[config.mk]
export PLATFORM = sky130hd
export DESIGN_NAME = sym2_deframer
export DESIGN_NICKNAME = d
export VERILOG_FILES = /design/src/rtl/sym2_deframer.sv
export SDC_FILE = /design/constraint.sdc
export NUM_CORES = 1
export LEC_CHECK = 0
export CORE_ASPECT_RATIO = 1.25
export CORE_UTILIZATION = 28
export DETAILED_ROUTE_END_ITERATION = 8
export PLACE_DENSITY = 0.57
export SLEW_MARGIN = 20
export SYNTH_ARGS = -nofsm -noshare
export SYNTH_HDL_FRONTEND = slang
export SYNTH_SLANG_ARGS = --single-unit
[constraint.sdc]
create_clock -name clk -period 2.2 [get_ports clk]
set_input_delay 0.22 -clock clk [delete_from_list [all_inputs] [get_ports clk]]
set_output_delay 0.22 -clock clk [all_outputs]
set_load 0.05 [all_outputs]
[src/rtl/sym2_deframer.sv]
// 2-bit symbol deframer: hunts for a sync byte, then packs four symbols MSB-first
// into bytes queued in a first-word-fall-through FIFO with a valid/ready drain.
module sym2_deframer #(
  parameter int         FIFO_DEPTH = 4,
  parameter logic [7:0] SYNC_BYTE  = 8'hFC
) (
  input  logic                          clk,
  input  logic                          rst_n,
  input  logic                          sym_valid,
  input  logic [1:0]                    sym,
  input  logic                          resync,
  output logic                          byte_valid,
  output logic [7:0]                    byte_data,
  input  logic                          byte_ready,
  output logic                          locked,
  output logic                          overflow,
  output logic [$clog2(FIFO_DEPTH):0]   fifo_count
);

  localparam int AW = $clog2(FIFO_DEPTH);
  localparam int CW = AW + 1;

  typedef enum logic {HUNT, LOCKED} state_t;

  state_t          state, state_nx;
  logic [7:0]      shreg, shreg_nx;
  logic [7:0]      asm_q, asm_nx;
  logic [2:0]      hunt_cnt, hunt_nx;
  logic [1:0]      phase, phase_nx;
  logic            push;
  logic [7:0]      push_byte;

  logic [7:0]      mem [FIFO_DEPTH];
  logic [AW-1:0]   wr_ptr, rd_ptr;
  logic [CW-1:0]   count;
  logic            ovf_q;
  logic            pop, full, accept;

  always_comb begin
    state_nx  = state;
    shreg_nx  = shreg;
    hunt_nx   = hunt_cnt;
    asm_nx    = asm_q;
    phase_nx  = phase;
    push      = 1'b0;
    push_byte = {asm_q[5:0], sym};
    if (resync) begin
      // resync wins over any symbol presented in the same cycle
      state_nx = HUNT;
      shreg_nx = '0;
      hunt_nx  = '0;
      asm_nx   = '0;
      phase_nx = '0;
    end else if (sym_valid) begin
      unique case (state)
        HUNT: begin
          shreg_nx = {shreg[5:0], sym};
          hunt_nx  = (hunt_cnt == 3'd4) ? 3'd4 : hunt_cnt + 3'd1;
          if (shreg_nx == SYNC_BYTE && hunt_nx == 3'd4) begin
            state_nx = LOCKED;
            phase_nx = '0;
          end
        end
        LOCKED: begin
          asm_nx   = {asm_q[5:0], sym};
          phase_nx = phase + 2'd1;
          push     = (phase == 2'd3);
        end
        default: state_nx = HUNT;
      endcase
    end
  end

  always_ff @(posedge clk or negedge rst_n) begin
    if (!rst_n) begin
      state    <= HUNT;
      shreg    <= '0;
      hunt_cnt <= '0;
      asm_q    <= '0;
      phase    <= '0;
    end else begin
      state    <= state_nx;
      shreg    <= shreg_nx;
      hunt_cnt <= hunt_nx;
      asm_q    <= asm_nx;
      phase    <= phase_nx;
    end
  end

  // A full FIFO still takes a push when the head is leaving on the same edge.
  assign pop    = byte_valid && byte_ready;
  assign full   = (count == CW'(FIFO_DEPTH));
  assign accept = push && (!full || pop);

  always_ff @(posedge clk or negedge rst_n) begin
    if (!rst_n) begin
      for (int i = 0; i < FIFO_DEPTH; i++) mem[i] <= '0;
      wr_ptr <= '0;
      rd_ptr <= '0;
      count  <= '0;
      ovf_q  <= 1'b0;
    end else begin
      if (accept) begin
        mem[wr_ptr] <= push_byte;
        wr_ptr      <= wr_ptr + AW'(1);
      end
      if (pop) rd_ptr <= rd_ptr + AW'(1);
      count <= count + CW'(accept) - CW'(pop);
      if (resync)              ovf_q <= 1'b0;
      else if (push && !accept) ovf_q <= 1'b1;
    end
  end

  assign byte_valid = (count != '0);
  assign byte_data  = mem[rd_ptr];
  assign fifo_count = count;
  assign locked     = (state == LOCKED);
  assign overflow   = ovf_q;

endmodule

* Yosys cells after proc, flatten, opt, wreduce, memory -nomap -nowiden
Cells that the tools add are included.
** Operators by class
- Magnitude comparators :: 3
- Reductions and logical operators :: 15
- Bitwise operators :: 3
- Muxes and demuxes :: 29
- Equality and inequality tests :: 7
- $add $sub $neg :: 6
** Operators by type and width (number)
- $mux W6 :: 6
- $bwmux W32 :: 1
- $mux W8 :: 3
- $bmux W8 S2 :: 1
- $demux W8 S2 :: 1
- $mux W3 :: 4
- $eq A3 B3 Y1 const B :: 3
- $mux W1 :: 9
- $eq A8 B8 Y1 const B :: 1
- $add A2 B1 Y2 const B :: 3
- $ge A3 B3 Y1 const B :: 2
- $mux W2 :: 3
- $not A2 Y3 :: 2
- $reduce_and A2 Y1 :: 3
- $reduce_bool A2 Y1 :: 3
- $logic_and A1 B1 Y1 :: 5
- $pmux W2 S2 :: 1
- $add A3 B1 Y3 :: 1
- $add A3 B1 Y3 const B :: 1
- $lt A3 B1 Y1 const B :: 1
- $ne A3 B3 Y1 const B :: 1
- $reduce_bool A3 Y1 :: 1
- $sub A3 B1 Y3 :: 1
- $eq A2 B2 Y1 const B :: 1
- 4 further kinds :: 5
** Storage, ports and cells
- Bits in registers :: 58
- Logic and storage cells :: 76

* Logic depth before layout (Yosys ltp)
Gate-level depths: netlist of run 1.
- Word-level depth :: 9
- Mapped depth :: 9

* Worst setup path before layout of run 1
Ideal clock, no wire load.
- Kind :: register to register
- Start point :: reg count[2], in the netlist fifo_count[2]
- End point :: reg count[1], in the netlist fifo_count[1]
- Path buffers :: 1
- Stages on the path, launching flop included :: 8
- Setup slack :: -0.161 ns
- Required time :: 2.065 ns
- Data arrival time :: 2.226 ns
- Clock period less this slack :: 2.361 ns
- Cell sequence :: dfrtp_1 or4b_4 buf_6 nand2_2 ha_1 inv_1 ha_1 fa_1
** Between the ends
- Word-level cells in the longest chain between the ends :: 6
- Elaborated cells on any way between the ends :: 8
- Those cells by class :: add/sub: 2; eq/ne: 1; reduce/logical: 5
** Ends and longest elaborated chain
- from (decl) :: line 35 : logic [CW-1:0] count;
- from (signal assigned) :: line 108 : count <= count + CW'(accept) - CW'(pop);
- $eq A3 B3 Y1 or $reduce_bool A3 Y1 (tied branches) :: line 92, 114
- $logic_not A1 Y1 or $logic_and A1 B1 Y1 (tied branches) :: line 93, 91
- $logic_or A1 B1 Y1 :: line 93 : assign accept = push && (!full || pop);
- $logic_and A1 B1 Y1 :: line 93
- $add A3 B1 Y3 :: line 108
- $sub A3 B1 Y3 * :: line 108
Mark *: on every way between the ends. The rest lies on a longest branch, timed or not.
A chain may end at the register's enable or synchronous reset.

* Worst setup path after layout of run 1
- Start point :: reg count[2], in the netlist fifo_count[2]
- End point :: out byte_valid
** Between the ends
- Word-level cells in the longest chain between the ends :: 1
** Ends and longest elaborated chain
- $reduce_bool A3 Y1 :: line 114 : assign byte_valid = (count != '0);
- to (decl) :: line 12 : output logic byte_valid,
No other way between the ends.

==> results of run 1 <==
worst max-delay path, cell delays in order, from the launching register on:
cell and delay [ns]:
dfrtp_2 0.43, or3_1 0.37, clkdlybuf4s50_1 0.70
metal layers:
metal  wire [µm]  vias up  share of wire  global-route usage
met5           0        -              0                   0
met4          79        0          0.015              0.0508
met3         180        8          0.034              0.0336
met2        2620       23           0.50               0.186
met1        2400      884           0.45               0.140
li1            -      844              -                   -
flip-flops by register name, indices dropped and copies added (netlist names):
name        flops
mem            32
asm_q           6
shreg           6
fifo_count      3
hunt_cnt        3
phase           2
rd_ptr          2
wr_ptr          2
locked          1
overflow        1
final timing paths:
check                           slack, ns                    start  cells after the start                       to
worst max register to register       0.16  fifo_count[1]$_DFF_PN0_                      7  fifo_count[2]$_DFF_PN0_
worst min register to register       0.48      mem[14]$_DFFE_PN0P_                      1      mem[14]$_DFFE_PN0P_
min in group clk                     0.48      mem[14]$_DFFE_PN0P_                      1      mem[14]$_DFFE_PN0P_
max in group asynchronous            1.13                    rst_n                      3      mem[12]$_DFFE_PN0P_
worst min-delay path                 0.37                    rst_n                      2    rd_ptr[0]$_DFFE_PN0P_
worst max-delay path                 0.16  fifo_count[2]$_DFF_PN0_                      2               byte_valid
layout by cell type (no fill, tap or decap), types with 3 or more instances in the layout:
| cell | count |
|---|---|
| dfrtp_1 | 54 |
| mux2_2 | 31 |
| nand2_1 | 26 |
| buf_4 | 19 |
| a21oi_1 | 18 |
| inv_1 | 11 |
| clkdlybuf4s50_1 | 11 |
| ha_1 | 9 |
| clkbuf_16 | 9 |
| mux4_2 | 8 |
| nand3_1 | 7 |
| nand3_4 | 4 |
| dfrtp_2 | 4 |
| xnor2_1 | 3 |
| nand2b_1 | 3 |
| nor2b_1 | 3 |
| nor3b_1 | 3 |
| bufinv_16 | 3 |
kinds of logic (layout without fill, tap and decap cells):
kind of cell	count (synthesis)	count (layout)
multiplexers	41	41
flip-flops	58	58
adder cells (fa/ha/maj)	10	10
AND/OR/NAND/NOR	55	55
AO/OA/AOI/OAI	28	28
buffers and inverters	21	59
XOR/XNOR	5	5
power by group through the flow:
stage	sequential, mW	combinational, mW	clock [mW]
after floorplan	1.29	0.321	0
after global placement	1.24	0.551	0
after detailed placement	1.24	0.553	0
after CTS	1.22	0.555	1.67
after global routing	1.23	0.586	1.71
final	1.22	0.544	1.63
area by class of cell:
cell class	count	share of cell area
Clock buffer	11	0.0721
Timing Repair Buffer	32	0.0764
Clock inverter	5	0.0286
Multi-Input combinational cell	139	0.351
Inverter	11	0.0118
Sequential cell	58	0.416
Tap cell	126	0.0450
==> impl_metrics.yaml, run 1 <==
finish:
  final_nets: 268
  finish.utilization: 0.365
  areaGrowthSynthToFinish_pct: 26.8
  ff_latch_area_um2: 1460
  nFillCells: 958
  diodes: 0
  drive_gt1_frac: 0.336
  finalNonFillerCells: 382
  multiInputGateArea_um2: 1230
  stdcell_area_um2: 3500
synth:
  syn-cell-area_um2: 2760
  synth-compound-area-share: 0.0607
  netlist_instances: 218
  synth_edf_count: 0
  yosysMostFrequentCell: "dfrtp_1"
  synth_area_per_cell_um2: 12.7
  ys.flop_type: "dfrtp_1"
  synth-xor-area-share: 0.0158
  yosysTopAreaCellShare: 0.525
  synth_top_family_by_area: "multiplexers"
  synthMuxAreaShare: 0.200
  synth_area_leaders: "dfrtp_1 (53%), mux2_2 (13%), mux4_2 (6.5%)"
  ys_top_cells_by_count: "dfrtp_1 (58), mux2_2 (31), nand2_1 (26)"
  async_flop_share: 1.00
  ys_seq_elements: 58
  syn_nets: 235
  yosysTopAreaCell: "dfrtp_1"
  synthSimpleGateAreaFrac: 0.119
  synth_fa_ha_area_frac: 0.0480
  ys_seq_area_frac: 0.525
  synth.distinct_cells: 37
  yosys_warnings: 0
timing:
  period_needed_ns: 2.04
  setup_viol: 0
  maxSlewViolCount: 0
  worst_slack_ns: 0.162
  tightest_slew_ns: 0.495
  finalSetupTns_ns: 0
  rsz0062_at_grt: "false"
  hold_ws_ns: 0.368
  slew_headroom: 0.669
  hold_viol: 0
  fmax_mhz: 491
  clock_skew_ns: 0.00580
  min_period_over_period: 0.926
clock_tree:
  ctsHoldBuffers: 1
  path_clk_slew_ns: 0.05
  tritoncts: "done"
  cts_resized: 0
  post_cts_buffers: 0
  cts_root_buffer: "clkbuf_16"
  insertion_delay_ns: 0.32
  htreeDepth: 3
  numCtsBuffers: 9
  cts_buffer_depth: 2
  clock_sinks: 58
floorplan:
  die_x_um: 90.9
  rows: 40
  core_um2: 9610
  dieArea_um2: 10300
  initial_core_util: 0.288
  ios: 21
  dieHeight_um: 113
pwr:
  power_switching_uw: 870
  p_int_mw: 2.52
  power_mw: 3.39
  power_frac_seq: 0.360
  power_leakage_nw: 1.59
  vdd_drop_max_uv: 356
  p_per_area_nw_per_um2: 968
  switching_share: 0.256
  clkPwrFrac: 0.479
  pwr-share-comb: 0.160
grt:
  grt_pass1_wl_um: 8970
  grt_pass1_vias: 1755
  grt_overflow_total: 0
  grt_max_degree: 29
  antenna_found_initial: 0
  grt_use_total: 0.114
place:
  place_congestion: 0.719
  dp_cells: 365
  dpl-instance-area_um2: 3140
  post-place-ws_ns: -0.0710
  port_buffers: 20
  post-dp-hpwl_um: 3640
drt:
  wl_per_cell_um: 13.8
  drtAntennaViolNets: 0
  drt_iter0_drc: 37
  first_pass_iters: 4
  remaining_drc_errors: 0
  routed_wl_um: 5280
  dr_total_vias: 1759
  via_per_inst: 4.60
critical_path:
  path_max_fanout: 5
  crit_arrival_ns: 1.82
  worst_ep_required_time_ns: 1.98
  worst-setup-path-type: "reg -> out"
  worstSetupEndpointType: "output port"
  startpoint_type: "flop"
flow_run:
  drv_cap: 0
hold_path:
  hp-class: "in -> async"
outcome:
  outcome: "finished, final reports clean"
No activity file was read; power rests on OpenSTA's default activity.
==> run 2: changes to the inputs <==
- CAP_MARGIN: unset -> 15
- CORE_MARGIN: unset -> 3
==> run 2 against run 1 <==
Via count increased by 2.6%. Sequential power about the same. Highest routed layer unchanged. Clock skew increased by 0.0011 ns. Clock power decreased by 13%. Non-clock buffer count increased by 3. Final cell count unchanged. Register-to-register slack got worse by 0.05 ns. Combinational power increased by 1%. Critical path depth increased by 7. Final area decreased by 0.79%. Core utilization increased by 0.64 points.
==> impl_metrics.yaml, run 2 (same netlist as run 1, synthesis figures left out) <==
floorplan:
  ios: 21
  dieHeight_um: 117
  rows: 39
  dieArea_um2: 11100
  die_x_um: 94.9
  initial_core_util: 0.295
  core_um2: 9370
clock_tree:
  tritoncts: "done"
  insertion_delay_ns: 0.33
  cts_buffer_depth: 2
  cts_root_buffer: "clkbuf_16"
  htreeDepth: 3
  numCtsBuffers: 9
  path_clk_slew_ns: 0.06
  clock_sinks: 58
timing:
  hold_viol: 0
  tightest_slew_ns: 0.504
  min_period_over_period: 0.950
  setup_viol: 0
  slew_headroom: 0.663
  rsz0062_at_grt: "false"
  finalSetupTns_ns: 0
  period_needed_ns: 2.09
  fmax_mhz: 479
  maxSlewViolCount: 0
  clock_skew_ns: 0.00690
  hold_ws_ns: 0.381
place:
  dp_cells: 362
  port_buffers: 20
  place_congestion: 0.740
  post-dp-hpwl_um: 3850
drt:
  routed_wl_um: 5610
  wl_per_cell_um: 14.7
  dr_total_vias: 1804
  via_per_inst: 4.72
  drtAntennaViolNets: 0
  first_pass_iters: 6
  drt_iter0_drc: 55
  remaining_drc_errors: 0
grt:
  grt_pass1_vias: 1851
  grt_use_total: 0.111
  grt_pass1_wl_um: 9200
  antenna_found_initial: 0
  grt_max_degree: 24
  grt_overflow_total: 0
critical_path:
  worst_ep_required_time_ns: 2.41
  worst-setup-path-type: "reg -> reg"
  startpoint_type: "flop"
  worstSetupEndpointType: "flop"
  crit_arrival_ns: 2.30
  path_max_fanout: 4
finish:
  layout_commonest_cell: "dfrtp_1"
  drive_gt1_frac: 0.344
  reg_top3: "mem (32), asm_q (6), shreg (6)"
  regMostFlops: "mem"
  finalNonFillerCells: 382
  layout_common_cells: "dfrtp_1 (54), mux2_2 (31), nand2_1 (26), buf_4 (21), a21oi_1 (18)"
  areaGrowthSynthToFinish_pct: 25.8
  largest_reg_flops: 32
  diodes: 0
  final_nets: 271
pwr:
  power_leakage_nw: 1.57
  vdd_drop_max_uv: 369
  power_mw: 3.18
  p_per_area_nw_per_um2: 915
outcome:
  outcome: "finished, final reports clean"
hold_path:
  hp-class: "in -> async"
flow_run:
  drv_cap: 0
## run 2: cell count changes in the layout (fill, tap and decap cells not counted)
cell / change
clkinvlp_4: +4
buf_6: +1
clkinv_2: -2
clkbuf_8: -2
inv_6: +2
bufinv_16: -2
buf_4: +2
## run 2: per-stage QoR
| stage | worst slack (ns) | instance area, µm² | utilization |
|---|---|---|---|
| 6_report | 0.111 | 3480 | 0.371 |
| 5_1_grt | 0.00920 | 3480 | 0.371 |
| 4_1_cts | 0.0696 | 3450 | 0.368 |
| 3_5_place_dp | -0.0795 | 3140 | 0.335 |
| 3_3_place_gp | -0.0459 | 3140 | 0.335 |
| 2_1_floorplan | -0.0368 | 2780 | - |
## run 2: worst max-delay path, stage by stage (launching register included)
cell	delay (ns)
dfrtp_1	0.39
ha_1	0.17
and4b_1	0.23
buf_6	0.14
nand2_4	0.05
ha_1	0.26
inv_1	0.03
ha_1	0.18
fa_1	0.38
xnor2_1	0.13
## run 2: path summary, 6_finish.rpt
check,startpoint,to,depth (start not counted),slack (ns)
max,phase[0]$_DFFE_PN0P_,fifo_count[2]$_DFF_PN0_,9,0.11
min in group clk,mem[31]$_DFFE_PN0P_,mem[31]$_DFFE_PN0P_,1,0.49
max in group asynchronous,rst_n,fifo_count[0]$_DFF_PN0_,3,1.16
min,rst_n,fifo_count[1]$_DFF_PN0_,2,0.38
min reg2reg,mem[31]$_DFFE_PN0P_,mem[31]$_DFFE_PN0P_,1,0.49
max reg2reg,phase[0]$_DFFE_PN0P_,fifo_count[2]$_DFF_PN0_,9,0.11
## run 2: layout make-up
type,instances,area (µm²)
tap,123,154
clock buffer,9,225
sequential,58,1460
clock inverter,7,77.6
multi-input combinational,139,1230
inverter,11,41.3
timing repair buffer,35,294
fill,921,5890
## run 2: metal layers
metal / GRT usage / part of all wire / vias to the layer above
li1: - / - / 839
met1: 0.140 / 0.47 / 925
met2: 0.176 / 0.48 / 30
met3: 0.0237 / 0.030 / 10
met4: 0.0635 / 0.021 / 0
met5: 0 / 0 / -
## run 2: power breakdown
| part | internal [mW] | leakage (nW) | total (mW) | switching (mW) |
|---|---|---|---|---|
| Combinational | 0.229 | 0.645 | 0.550 | 0.321 |
| Sequential | 1.13 | 0.791 | 1.22 | 0.0907 |
| Clock | 0.883 | 0.135 | 1.41 | 0.529 |
## run 2: timing repair
item / in CTS / in global routing
setup endpoints to repair: 0 / 1
setup buffers: 0 / 3
gates resized for setup: 0 / 1
hold endpoints to repair: 20 / 0
hold buffers: 1 / 0
